$ cat config.mk
export PLATFORM = sky130hd
export DESIGN_NAME = key_insn_injector_flat
export DESIGN_NICKNAME = d
export VERILOG_FILES = /design/src/rtl/key_insn_injector_if.sv /design/src/rtl/key_insn_injector.sv /design/src/flat_wrapper.sv
export SDC_FILE = /design/constraint.sdc
export NUM_CORES = 1
export LEC_CHECK = 0
export CAP_MARGIN = 10
export CELL_PAD_IN_SITES_DETAIL_PLACEMENT = 1
export CELL_PAD_IN_SITES_GLOBAL_PLACEMENT = 1
export CORE_AREA = 4 4 120 122
export CTS_CLUSTER_DIAMETER = 40
export CTS_CLUSTER_SIZE = 24
export DETAILED_ROUTE_END_ITERATION = 8
export DIE_AREA = 0 0 124 126
export HOLD_SLACK_MARGIN = 0.05
export PLACE_DENSITY_LB_ADDON = 0.1
export SLEW_MARGIN = 20
export SYNTH_ARGS = -nofsm -noshare
export SYNTH_HDL_FRONTEND = slang
export SYNTH_SLANG_ARGS = --single-unit
$ cat constraint.sdc
create_clock -name clk_in -period 2.8 [get_ports clk_in]
set_input_delay 0.7 -clock clk_in [delete_from_list [all_inputs] [get_ports clk_in]]
set_output_delay 0.7 -clock clk_in [all_outputs]
set_load 0.01 [all_outputs]
$ cat src/rtl/key_insn_injector_if.sv
// Bundles the key-instruction stream, the imem/fetch path and the status outputs of key_insn_injector.
// Latency: none (wires only).
// Backpressure: stall_in is the only throttle; a key press that finds the FIFO full is dropped, never held.
interface key_insn_injector_if #(
  parameter int WIDTH  = 32,
  parameter int ADDR_W = 2
);
  logic              key_pressed_in;
  logic [WIDTH-1:0]  insn_key_in;
  logic [WIDTH-1:0]  imem_insn_in;
  logic              stall_in;
  logic [WIDTH-1:0]  insn_out;
  logic              pc_hold_out;
  logic              injecting_out;
  logic [ADDR_W:0]   fifo_count_out;
  logic              overflow_out;

  // Key block, imem and hazard unit side: drives the inputs and watches the results.
  modport master (
    output key_pressed_in, insn_key_in, imem_insn_in, stall_in,
    input  insn_out, pc_hold_out, injecting_out, fifo_count_out, overflow_out
  );

  // Injector side.
  modport slave (
    input  key_pressed_in, insn_key_in, imem_insn_in, stall_in,
    output insn_out, pc_hold_out, injecting_out, fifo_count_out, overflow_out
  );
endinterface

$ cat src/rtl/key_insn_injector.sv
// Buffers key-press instructions and splices them into the fetch stream in place of imem words, holding the PC.
// Latency: an entry pushed at edge N can be injected in the cycle after edge N at the earliest; injection itself is combinational.
// Backpressure: stall_in blocks injection; a press arriving while full with no pop is dropped and sets sticky overflow.
module key_insn_injector #(
  parameter int DEPTH  = 4,
  parameter int ADDR_W = 2,
  parameter int WIDTH  = 32
) (
  input  logic            clk_in,
  input  logic            reset,
  key_insn_injector_if.slave bus
);

  localparam logic [ADDR_W:0]   CNT_FULL = (ADDR_W+1)'(DEPTH);
  localparam logic [ADDR_W:0]   CNT_ONE  = (ADDR_W+1)'(1);
  localparam logic [ADDR_W-1:0] PTR_ONE  = ADDR_W'(1);

  // IDLE may inject; YIELD guarantees one program word passes before the next injection.
  typedef enum logic {
    IDLE  = 1'b0,
    YIELD = 1'b1
  } state_t;

  state_t            state_q,    state_d;
  logic [ADDR_W-1:0] rd_ptr_q,   rd_ptr_d;
  logic [ADDR_W-1:0] wr_ptr_q,   wr_ptr_d;
  logic [ADDR_W:0]   count_q,    count_d;
  logic              overflow_q, overflow_d;
  logic [WIDTH-1:0]  mem_q [DEPTH];

  logic push_req;
  logic push_ok;
  logic inject;

  // Push/pop decisions for this cycle; injection is decided from the live stall.
  always_comb begin
    push_req = bus.key_pressed_in && (bus.insn_key_in != '0);
    inject   = (state_q == IDLE) && (count_q != '0) && !bus.stall_in;
    // A same-cycle pop frees the slot, so a push while full is still accepted then.
    push_ok  = push_req && ((count_q != CNT_FULL) || inject);
  end

  // Next-state computation for pointers, occupancy, overflow and the inject/yield FSM.
  always_comb begin
    rd_ptr_d   = rd_ptr_q;
    wr_ptr_d   = wr_ptr_q;
    count_d    = count_q;
    overflow_d = overflow_q;
    state_d    = state_q;

    if (inject) begin
      rd_ptr_d = rd_ptr_q + PTR_ONE;
    end
    if (push_ok) begin
      wr_ptr_d = wr_ptr_q + PTR_ONE;
    end

    unique case ({push_ok, inject})
      2'b10:   count_d = count_q + CNT_ONE;
      2'b01:   count_d = count_q - CNT_ONE;
      default: count_d = count_q;
    endcase

    if (push_req && !push_ok) begin
      overflow_d = 1'b1;
    end

    unique case (state_q)
      IDLE:    state_d = inject ? YIELD : IDLE;
      YIELD:   state_d = bus.stall_in ? YIELD : IDLE;
      default: state_d = IDLE;
    endcase
  end

  // Control state: cleared asynchronously so a mid-operation reset drops every queued entry.
  always_ff @(posedge clk_in or posedge reset) begin
    if (reset) begin
      state_q    <= IDLE;
      rd_ptr_q   <= '0;
      wr_ptr_q   <= '0;
      count_q    <= '0;
      overflow_q <= 1'b0;
    end else begin
      state_q    <= state_d;
      rd_ptr_q   <= rd_ptr_d;
      wr_ptr_q   <= wr_ptr_d;
      count_q    <= count_d;
      overflow_q <= overflow_d;
    end
  end

  // Entry storage; contents are only meaningful below count, so no reset is needed.
  always_ff @(posedge clk_in) begin
    if (push_ok) begin
      mem_q[wr_ptr_q] <= bus.insn_key_in;
    end
  end

  // Output mux: FIFO head replaces the imem word on an inject cycle, otherwise pass-through.
  always_comb begin
    bus.insn_out       = inject ? mem_q[rd_ptr_q] : bus.imem_insn_in;
    bus.pc_hold_out    = inject;
    bus.injecting_out  = inject;
    bus.fifo_count_out = count_q;
    bus.overflow_out   = overflow_q;
  end

endmodule
$ cat src/flat_wrapper.sv
// flat-port wrapper written by rule: the top's interface ports become plain ports
module key_insn_injector_flat 
#(
  parameter int DEPTH  = 4,
  parameter int ADDR_W = 2,
  parameter int WIDTH  = 32
)
  (clk_in, reset, bus_key_pressed_in, bus_insn_key_in, bus_imem_insn_in, bus_stall_in, bus_insn_out, bus_pc_hold_out, bus_injecting_out, bus_fifo_count_out, bus_overflow_out);
  key_insn_injector_if #(.WIDTH(WIDTH), .ADDR_W(ADDR_W)) bus_i ();
  input  logic clk_in;
  input  logic reset;
  input wire logic [$bits(bus_i.key_pressed_in)-1:0] bus_key_pressed_in;
  input wire logic [$bits(bus_i.insn_key_in)-1:0] bus_insn_key_in;
  input wire logic [$bits(bus_i.imem_insn_in)-1:0] bus_imem_insn_in;
  input wire logic [$bits(bus_i.stall_in)-1:0] bus_stall_in;
  output wire logic [$bits(bus_i.insn_out)-1:0] bus_insn_out;
  output wire logic [$bits(bus_i.pc_hold_out)-1:0] bus_pc_hold_out;
  output wire logic [$bits(bus_i.injecting_out)-1:0] bus_injecting_out;
  output wire logic [$bits(bus_i.fifo_count_out)-1:0] bus_fifo_count_out;
  output wire logic [$bits(bus_i.overflow_out)-1:0] bus_overflow_out;
  assign bus_i.key_pressed_in = bus_key_pressed_in;
  assign bus_i.insn_key_in = bus_insn_key_in;
  assign bus_i.imem_insn_in = bus_imem_insn_in;
  assign bus_i.stall_in = bus_stall_in;
  assign bus_insn_out = bus_i.insn_out;
  assign bus_pc_hold_out = bus_i.pc_hold_out;
  assign bus_injecting_out = bus_i.injecting_out;
  assign bus_fifo_count_out = bus_i.fifo_count_out;
  assign bus_overflow_out = bus_i.overflow_out;
  key_insn_injector #(.DEPTH(DEPTH), .ADDR_W(ADDR_W), .WIDTH(WIDTH)) u_core (.clk_in(clk_in), .reset(reset), .bus(bus_i));
endmodule
==> flow_summary.yaml, run 1 <==
cells_and_area:
  fill_cells: 1238
  area_delta_synth_final_pct: 43.5
  ff_latch_area_um2: 4070
  fin_nets: 567
  antenna_cells: 0
  final_layout_size_suffix_gt1_frac: 0.268
  multi_input_area_um2: 1520
  fin_util: 0.611
global_route:
  grt_pass1_vias: 3913
  grt_max_degree: 31
  grt_usage: 0.189
  gr-total-overflow: 0
  antenna_found_initial: 0
  grt_pass1_wl_mm: 21.6
floorplanning:
  rows: 42
  die_y_um: 126
  pin_count: 106
  core_um2: 13200
  die_w_um: 124
  dieArea_um2: 15600
  start_util: 0.426
routing:
  vias_per_cell: 5.06
  wl_mm: 13.8
  wire_per_inst_um: 20.1
  dr_total_vias: 3453
  drcViolationCount: 0
  drtIter0Drc: 152
  first_pass_iters: 4
  ant_nets: 0
sta:
  setup_viol: 0
  max_freq_ghz: 0.367
  tightest_slew_ns: 0.378
  min_period_over_period: 0.973
  maxSlewHeadroom: 0.747
  hold_viol: 0
  drv_slew: 0
  fin_ws_ns: 0.0769
  min_period_ns: 2.72
  whs_ns: 0.487
  fin_skew_ns: 0.00896
cts:
  cts.clk_slew.worst_paths_ns: 0.06
  cts_sinks: 137
  htree_levels: 4
  cts_hold_buf: 0
  cts-root-buf: "clkbuf_16"
  cts_tree: "yes"
  cts_buffers: 17
  insertion_delay_ns: 0.42
  clk_path_buf_depth: 2
yosys:
  synth.distinct_cells: 34
  seq_area_frac_synth: 0.724
  ys_seq_elements: 137
  syn_area_per_cell_um2: 16.9
  syn_nets: 405
  async_flop_share: 0.0657
  synth_common_cells: "edfxtp_1 (128), nand2_1 (101), mux4_2 (32)"
  netlist_area_um2: 5620
  ys.flop_type: "edfxtp_1"
  yosysMostFrequentCell: "edfxtp_1"
  synth.area.top_cells: "edfxtp_1 (68%), mux4_2 (13%), nand2_1 (6.7%), dfrtp_1 (4.0%), ha_1 (0.89%)"
  netlist.area_leader.share: 0.684
  yosysWarnings: 0
  syn-instance-count: 332
  yosysTopAreaCell: "edfxtp_1"
  synth_enable_flop_cells: 128
job:
  drv_cap: 0
pwr:
  pwr-share-comb: 0.348
  powerDensity_nw_per_um2: 976
  p_seq_frac: 0.366
  clkPwrFrac: 0.287
  power_switching_mw: 2.32
  p_int_mw: 5.55
  fin_total_pwr_mw: 7.87
  vdd_drop_max_mv: 0.510
  p_leak_nw: 3.04
  switching_share: 0.295
critical_path:
  crit_arrival_ns: 2.02
  rrSetupSlack_ns: 0.48
  cp-startpoint: "bus_stall_in"
  worstSetupPathType: "primary input to primary output"
  crit_path_start_kind: "primary input"
  path_max_fanout: 30
  reg2reg_depth: 8
  rr_endpoint: "u_core.bus.fifo_count_out[2]"
  required_ns: 2.10
  crit_path_end_kind: "primary output"
  r2r_start: "u_core.bus.fifo_count_out[1]"
worst_hold_path:
  hold_depth: 1
  hp-class: "flip-flop to flip-flop"
  holdPathEnd: "u_core.bus.overflow_out"
  min-delay-start: "u_core.bus.overflow_out"
placement:
  portBuffers: 105
  place_ws_ns: -0.537
  gp_congestion: 0.752
  hpwl_mm: 8.72
status:
  status: "finished, final reports clean"
[sequential cells by signal, indices dropped and copies added (netlist names)]
register / flops
u_core.bus.fifo_count_out: 3
u_core.bus.overflow_out: 1
u_core.mem_q: 128
u_core.rd_ptr_q: 2
u_core.state_q: 1
u_core.wr_ptr_q: 2
[worst max path at each step]
stage          slack [ns]                           end  depth (start not counted)
5_1_grt             -0.02  u_core.bus.fifo_count_out[2]                         10
2_1_floorplan        0.22  u_core.bus.fifo_count_out[2]                          9
4_1_cts              0.02               bus_insn_out[0]                          6
6_report             0.08               bus_insn_out[0]                          9
3_5_place_dp        -0.54               bus_insn_out[0]                          8
3_3_place_gp        -0.45              bus_insn_out[11]                          8
[cells by family after synthesis]
group,Yosys count,synth area share
flip-flops,137,0.724
AND/OR/NAND/NOR,122,0.0915
multiplexers,35,0.137
buffers and inverters,21,0.0171
AO/OA/AOI/OAI,8,0.0114
adder cells (fa/ha/maj),5,0.0125
XOR/XNOR,4,0.00624
[cells in the final DEF (no fill, tap or decap), drive strengths merged, types with 3 or more instances in the layout]
cell type | netlist | final
nor4 | 8 | 8
dlygate4sd2 | 0 | 30
ha | 4 | 4
nor2 | 3 | 3
o211ai | 3 | 3
xnor2 | 3 | 3
edfxtp | 128 | 128
nand2 | 101 | 101
mux4 | 32 | 32
clkdlybuf4s15 | 0 | 6
buf | 9 | 54
clkbuf | 8 | 17
dfrtp | 9 | 9
clkinv | 0 | 5
bufinv | 0 | 3
and3 | 4 | 4
dlymetal6s2s | 0 | 4
inv | 4 | 6
clkinvlp | 0 | 5
clkdlybuf4s50 | 0 | 65
[metrics by stage]
stage | cells | setup TNS (ns) | cell area (um2)
finish | 683 | 0 | 8060
global route | 683 | -0.0210 | 8060
CTS | 682 | 0 | 8020
detailed placement | 644 | -58.79 | 7300
global placement | 644 | -51.68 | 7300
floorplan | 332 | 0 | 5620
[what timing repair did]
item	in CTS	in global routing
cloned	2	0
resized for setup	54	10
setup endpoints to repair	36	29
buffers inserted	4	1
pin swaps	2	7
[critical path, cell delays in order]
cell           delay [ns]
dlygate4sd2_1        0.25
nor2_1               0.08
buf_4                0.13
o31ai_4              0.08
buf_4                0.16
buf_12               0.15
nand2_1              0.09
nand2_1              0.05
dlygate4sd2_1        0.29
[layout make-up]
cell class / count / area share
clock inverters: 15 / 0.0219
clock buffers: 17 / 0.0528
flip-flops and latches: 137 / 0.505
multi-input cells: 174 / 0.188
inverters: 4 / 0.00217
repair buffers: 160 / 0.202
well taps: 176 / 0.0273
[metal layers]
metal	up-vias	GRT usage	wire, um
li1	1595	-	-
met4	0	0.0657	216
met2	99	0.329	7340
met3	16	0.0426	663
met1	1743	0.230	5530
met5	-	0	0
[power by group through the flow]
| stage | clock network, mW | logic [mW] | registers (mW) |
|---|---|---|---|
| after floorplan | 0 | 1.47 | 2.87 |
| after global placement | 0 | 2.70 | 2.88 |
| after detailed placement | 0 | 2.75 | 2.91 |
| after CTS | 2.29 | 2.79 | 2.88 |
| after global routing | 2.40 | 2.97 | 2.91 |
| final | 2.26 | 2.74 | 2.88 |
No activity file was read; power rests on OpenSTA's default activity.
==> run 2, diff against run 1 <==
--- a/config.mk
+++ b/config.mk
@@ -5,17 +5,17 @@
 export SDC_FILE = /design/constraint.sdc
 export NUM_CORES = 1
 export LEC_CHECK = 0
+export ABC_AREA = 1
 export CAP_MARGIN = 10
 export CELL_PAD_IN_SITES_DETAIL_PLACEMENT = 1
 export CELL_PAD_IN_SITES_GLOBAL_PLACEMENT = 1
-export CORE_AREA = 4 4 120 122
+export CORE_AREA = 4 4 124 126
 export CTS_CLUSTER_DIAMETER = 40
 export CTS_CLUSTER_SIZE = 24
 export DETAILED_ROUTE_END_ITERATION = 8
-export DIE_AREA = 0 0 124 126
+export DIE_AREA = 0 0 128 130
 export HOLD_SLACK_MARGIN = 0.05
 export PLACE_DENSITY_LB_ADDON = 0.1
-export SLEW_MARGIN = 20
 export SYNTH_ARGS = -nofsm -noshare
 export SYNTH_HDL_FRONTEND = slang
 export SYNTH_SLANG_ARGS = --single-unit
==> run 2 against run 1 <==
Compared with the run above:
- sequential share of layout area increased by 0.063 points
- clock power increased by 9.7%
- via count increased by 25%
- critical path type unchanged
- power increased by 6.4%
- non-clock buffer count decreased by 23
- critical path depth decreased by 1
- fmax increased by 0.63%
- area after synthesis increased by 2.7%
- largest power group is now combinational logic
- first-iteration DRC count increased by 30%
- critical endpoint unchanged
- clock skew increased by 0.0047 ns
==> flow_summary.yaml, run 2 <==
status:
  status: "finished, final reports clean"
cts:
  htree_levels: 4
  cts-root-buf: "clkbuf_16"
  cts_hold_buf: 0
  cts.clk_slew.worst_paths_ns: 0.06
  insertion_delay_ns: 0.42
  cts_setup_buffers: 0
  cts_buffers: 17
  clk_path_buf_depth: 2
  cts_sinks: 137
  cts_tree: "yes"
placement:
  gp_congestion: 0.747
  dpl-instance-area_um2: 7350
  hpwl_mm: 10.1
  portBuffers: 105
routing:
  ant_nets: 0
  dr_total_vias: 4313
  wire_per_inst_um: 19.4
  vias_per_cell: 5.19
  drcViolationCount: 0
  wl_mm: 16.2
  drtIter0Drc: 197
  first_pass_iters: 4
floorplanning:
  pin_count: 106
  rows: 44
  die_w_um: 128
  die_y_um: 130
  dieArea_um2: 16600
  start_util: 0.403
  core_um2: 14300
critical_path:
  worst-path-buf-inv: 5
  reg2reg_depth: 8
  crit_path_start_kind: "primary input"
  crit_path_end_kind: "primary output"
  cp_common_cell: "nand2_1"
  rrSetupSlack_ns: 0.66
  cp.depth: 8
  path_delay_family: "buffers and inverters"
  required_ns: 2.10
  r2r_start: "u_core.bus.fifo_count_out[0]"
  critical-path-max-stage-delay_ns: 0.41
  slowest_stage: "clkdlybuf4s50_1"
  worstPathCellList: "clkdlybuf4s50_1, inv_2, nand3_4, inv_6, buf_12, nand2_1, nand2_1, dlygate4sd2_1"
  crit_arrival_ns: 2.01
  path_max_fanout: 13
  rr_endpoint: "u_core.mem_q[1][3]"
  worstSetupPathType: "primary input to primary output"
sta:
  min_period_ns: 2.71
  drv_slew: 0
  min_period_over_period: 0.966
  maxSlewHeadroom: 0.728
  max_freq_ghz: 0.370
  tightest_slew_ns: 0.408
  hold_viol: 0
  setup_viol: 0
  whs_ns: 0.497
  fin_skew_ns: 0.0137
cells_and_area:
  largest_register: "u_core.mem_q"
  antenna_cells: 0
  final_cell_mix: "edfxtp_1 (128), nand2_1 (113), nor2_1 (86)"
  largest_reg_flops: 128
  fin_nets: 707
  final_cell_area_um2: 8050
  fill_cells: 1514
  final_layout_size_suffix_gt1_frac: 0.128
  layout_commonest_cell: "edfxtp_1"
  area_delta_synth_final_pct: 39.5
yosys:
  yosysMostFrequentCell: "edfxtp_1"
  synth.distinct_cells: 26
  syn-instance-count: 505
  yosysTopAreaCell: "edfxtp_1"
  yosysWarnings: 0
  async_flop_share: 0.0657
  netlist.area_leader.share: 0.666
  ys_seq_elements: 137
  ys.flop_type: "edfxtp_1"
  synth_common_cells: "edfxtp_1 (128), nand2_1 (113), nor2_1 (90)"
  synth_enable_flop_cells: 128
  syn_area_per_cell_um2: 11.4
  synth.area.top_cells: "edfxtp_1 (67%), nand2_1 (7.4%), nor2_1 (5.9%), dfrtp_1 (3.9%), o21ai_0 (3.9%)"
  syn_nets: 578
  seq_area_frac_synth: 0.705
  netlist_area_um2: 5770
worst_hold_path:
  min-delay-start: "u_core.bus.overflow_out"
  hp-class: "flip-flop to flip-flop"
  holdPathEnd: "u_core.bus.overflow_out"
  hold_depth: 1
global_route:
  grt_max_degree: 66
  antenna_found_initial: 0
  grt_usage: 0.196
  gr-total-overflow: 0
  grt_pass1_vias: 4717
  grt_pass1_wl_mm: 24.7
job:
  drv_cap: 0
pwr:
  vdd_drop_max_mv: 0.553
  p_leak_nw: 3.04
  powerDensity_nw_per_um2: 1040
==> run 2: cell types whose count changed after synthesis, moves of 4 or more <==
cell / previous run / this run
o21ai_1: 0 / 20
mux4_2: 32 / 0
o22ai_1: 0 / 32
nand2_1: 101 / 113
nor2_1: 3 / 90
clkbuf_1: 8 / 15
o21ai_0: 1 / 45
and3_2: 4 / 0
inv_1: 3 / 13
nor4_1: 7 / 0
==> run 2: cell type report <==
class	instances	area [um2]	area share
clock inverters	11	191	0.0238
flip-flops and latches	137	4070	0.506
well taps	184	230	0.0286
repair buffers	137	1470	0.183
multi-input cells	325	1540	0.192
clock buffers	21	470	0.0585
inverters	16	71.3	0.00886
==> run 2: logic make-up after synthesis <==
family | Yosys count | synth area share
XOR/XNOR | 3 | 0.00455
AO/OA/AOI/OAI | 100 | 0.0948
adder cells (fa/ha/maj) | 5 | 0.0121
buffers and inverters | 43 | 0.0336
flip-flops | 137 | 0.705
AND/OR/NAND/NOR | 217 | 0.150
==> run 2: worst reg2reg max path: cells and delay by family (launching register included) <==
family	cells	cell delay (ns)
buffers and inverters	2	0.43
DFF	1	0.45
and+or+nand+nor	6	0.95
==> run 2: worst max path at each step <==
| stage | start | end | slack (ns) |
|---|---|---|---|
| 5_1_grt | u_core.rd_ptr_q[0] | bus_insn_out[10] | -0.006 |
| 6_report | bus_stall_in | bus_insn_out[0] | 0.09 |
| 4_1_cts | u_core.rd_ptr_q[0] | bus_insn_out[22] | -0.17 |
| 2_1_floorplan | bus_stall_in | u_core.mem_q[0][0] | -0.15 |
| 3_5_place_dp | bus_stall_in | bus_insn_out[12] | -0.23 |
| 3_3_place_gp | bus_stall_in | bus_insn_out[12] | -0.20 |
==> run 2: metal layers <==
layer	part of all wire	wire length (um)	vias to the layer above	track usage
met3	0.034	556	15	0.0426
met2	0.53	8530	92	0.353
met4	0.012	186	0	0.0655
met1	0.43	6890	2178	0.234
li1	-	-	2028	-
met5	0	0	-	0
==> run 2: metrics by stage <==
stage,setup slack (ns),instances,setup TNS [ns],utilization,power [mW]
floorplan,-0.154,505,-19.65,-,4.47
global placement,-0.199,797,-5.71,0.514,5.85
detailed placement,-0.225,797,-5.87,0.514,5.96
CTS,-0.169,829,-0.169,0.558,8.36
global route,-0.00557,831,-0.00557,0.562,8.86
finish,0.0940,831,0,0.562,8.37
==> run 2: what timing repair did <==
action                                  4_1_cts  5_1_grt
pin swaps                                     0        1
resized for setup                            37        5
endpoints found under the setup margin       34        2
cloned                                        0        2
==> run 2: report_power, final <==
part / total, mW / switching [mW] / internal, mW
logic: 3.04 / 1.83 / 1.21
clock network: 2.48 / 0.832 / 1.65
registers: 2.85 / 0.152 / 2.70
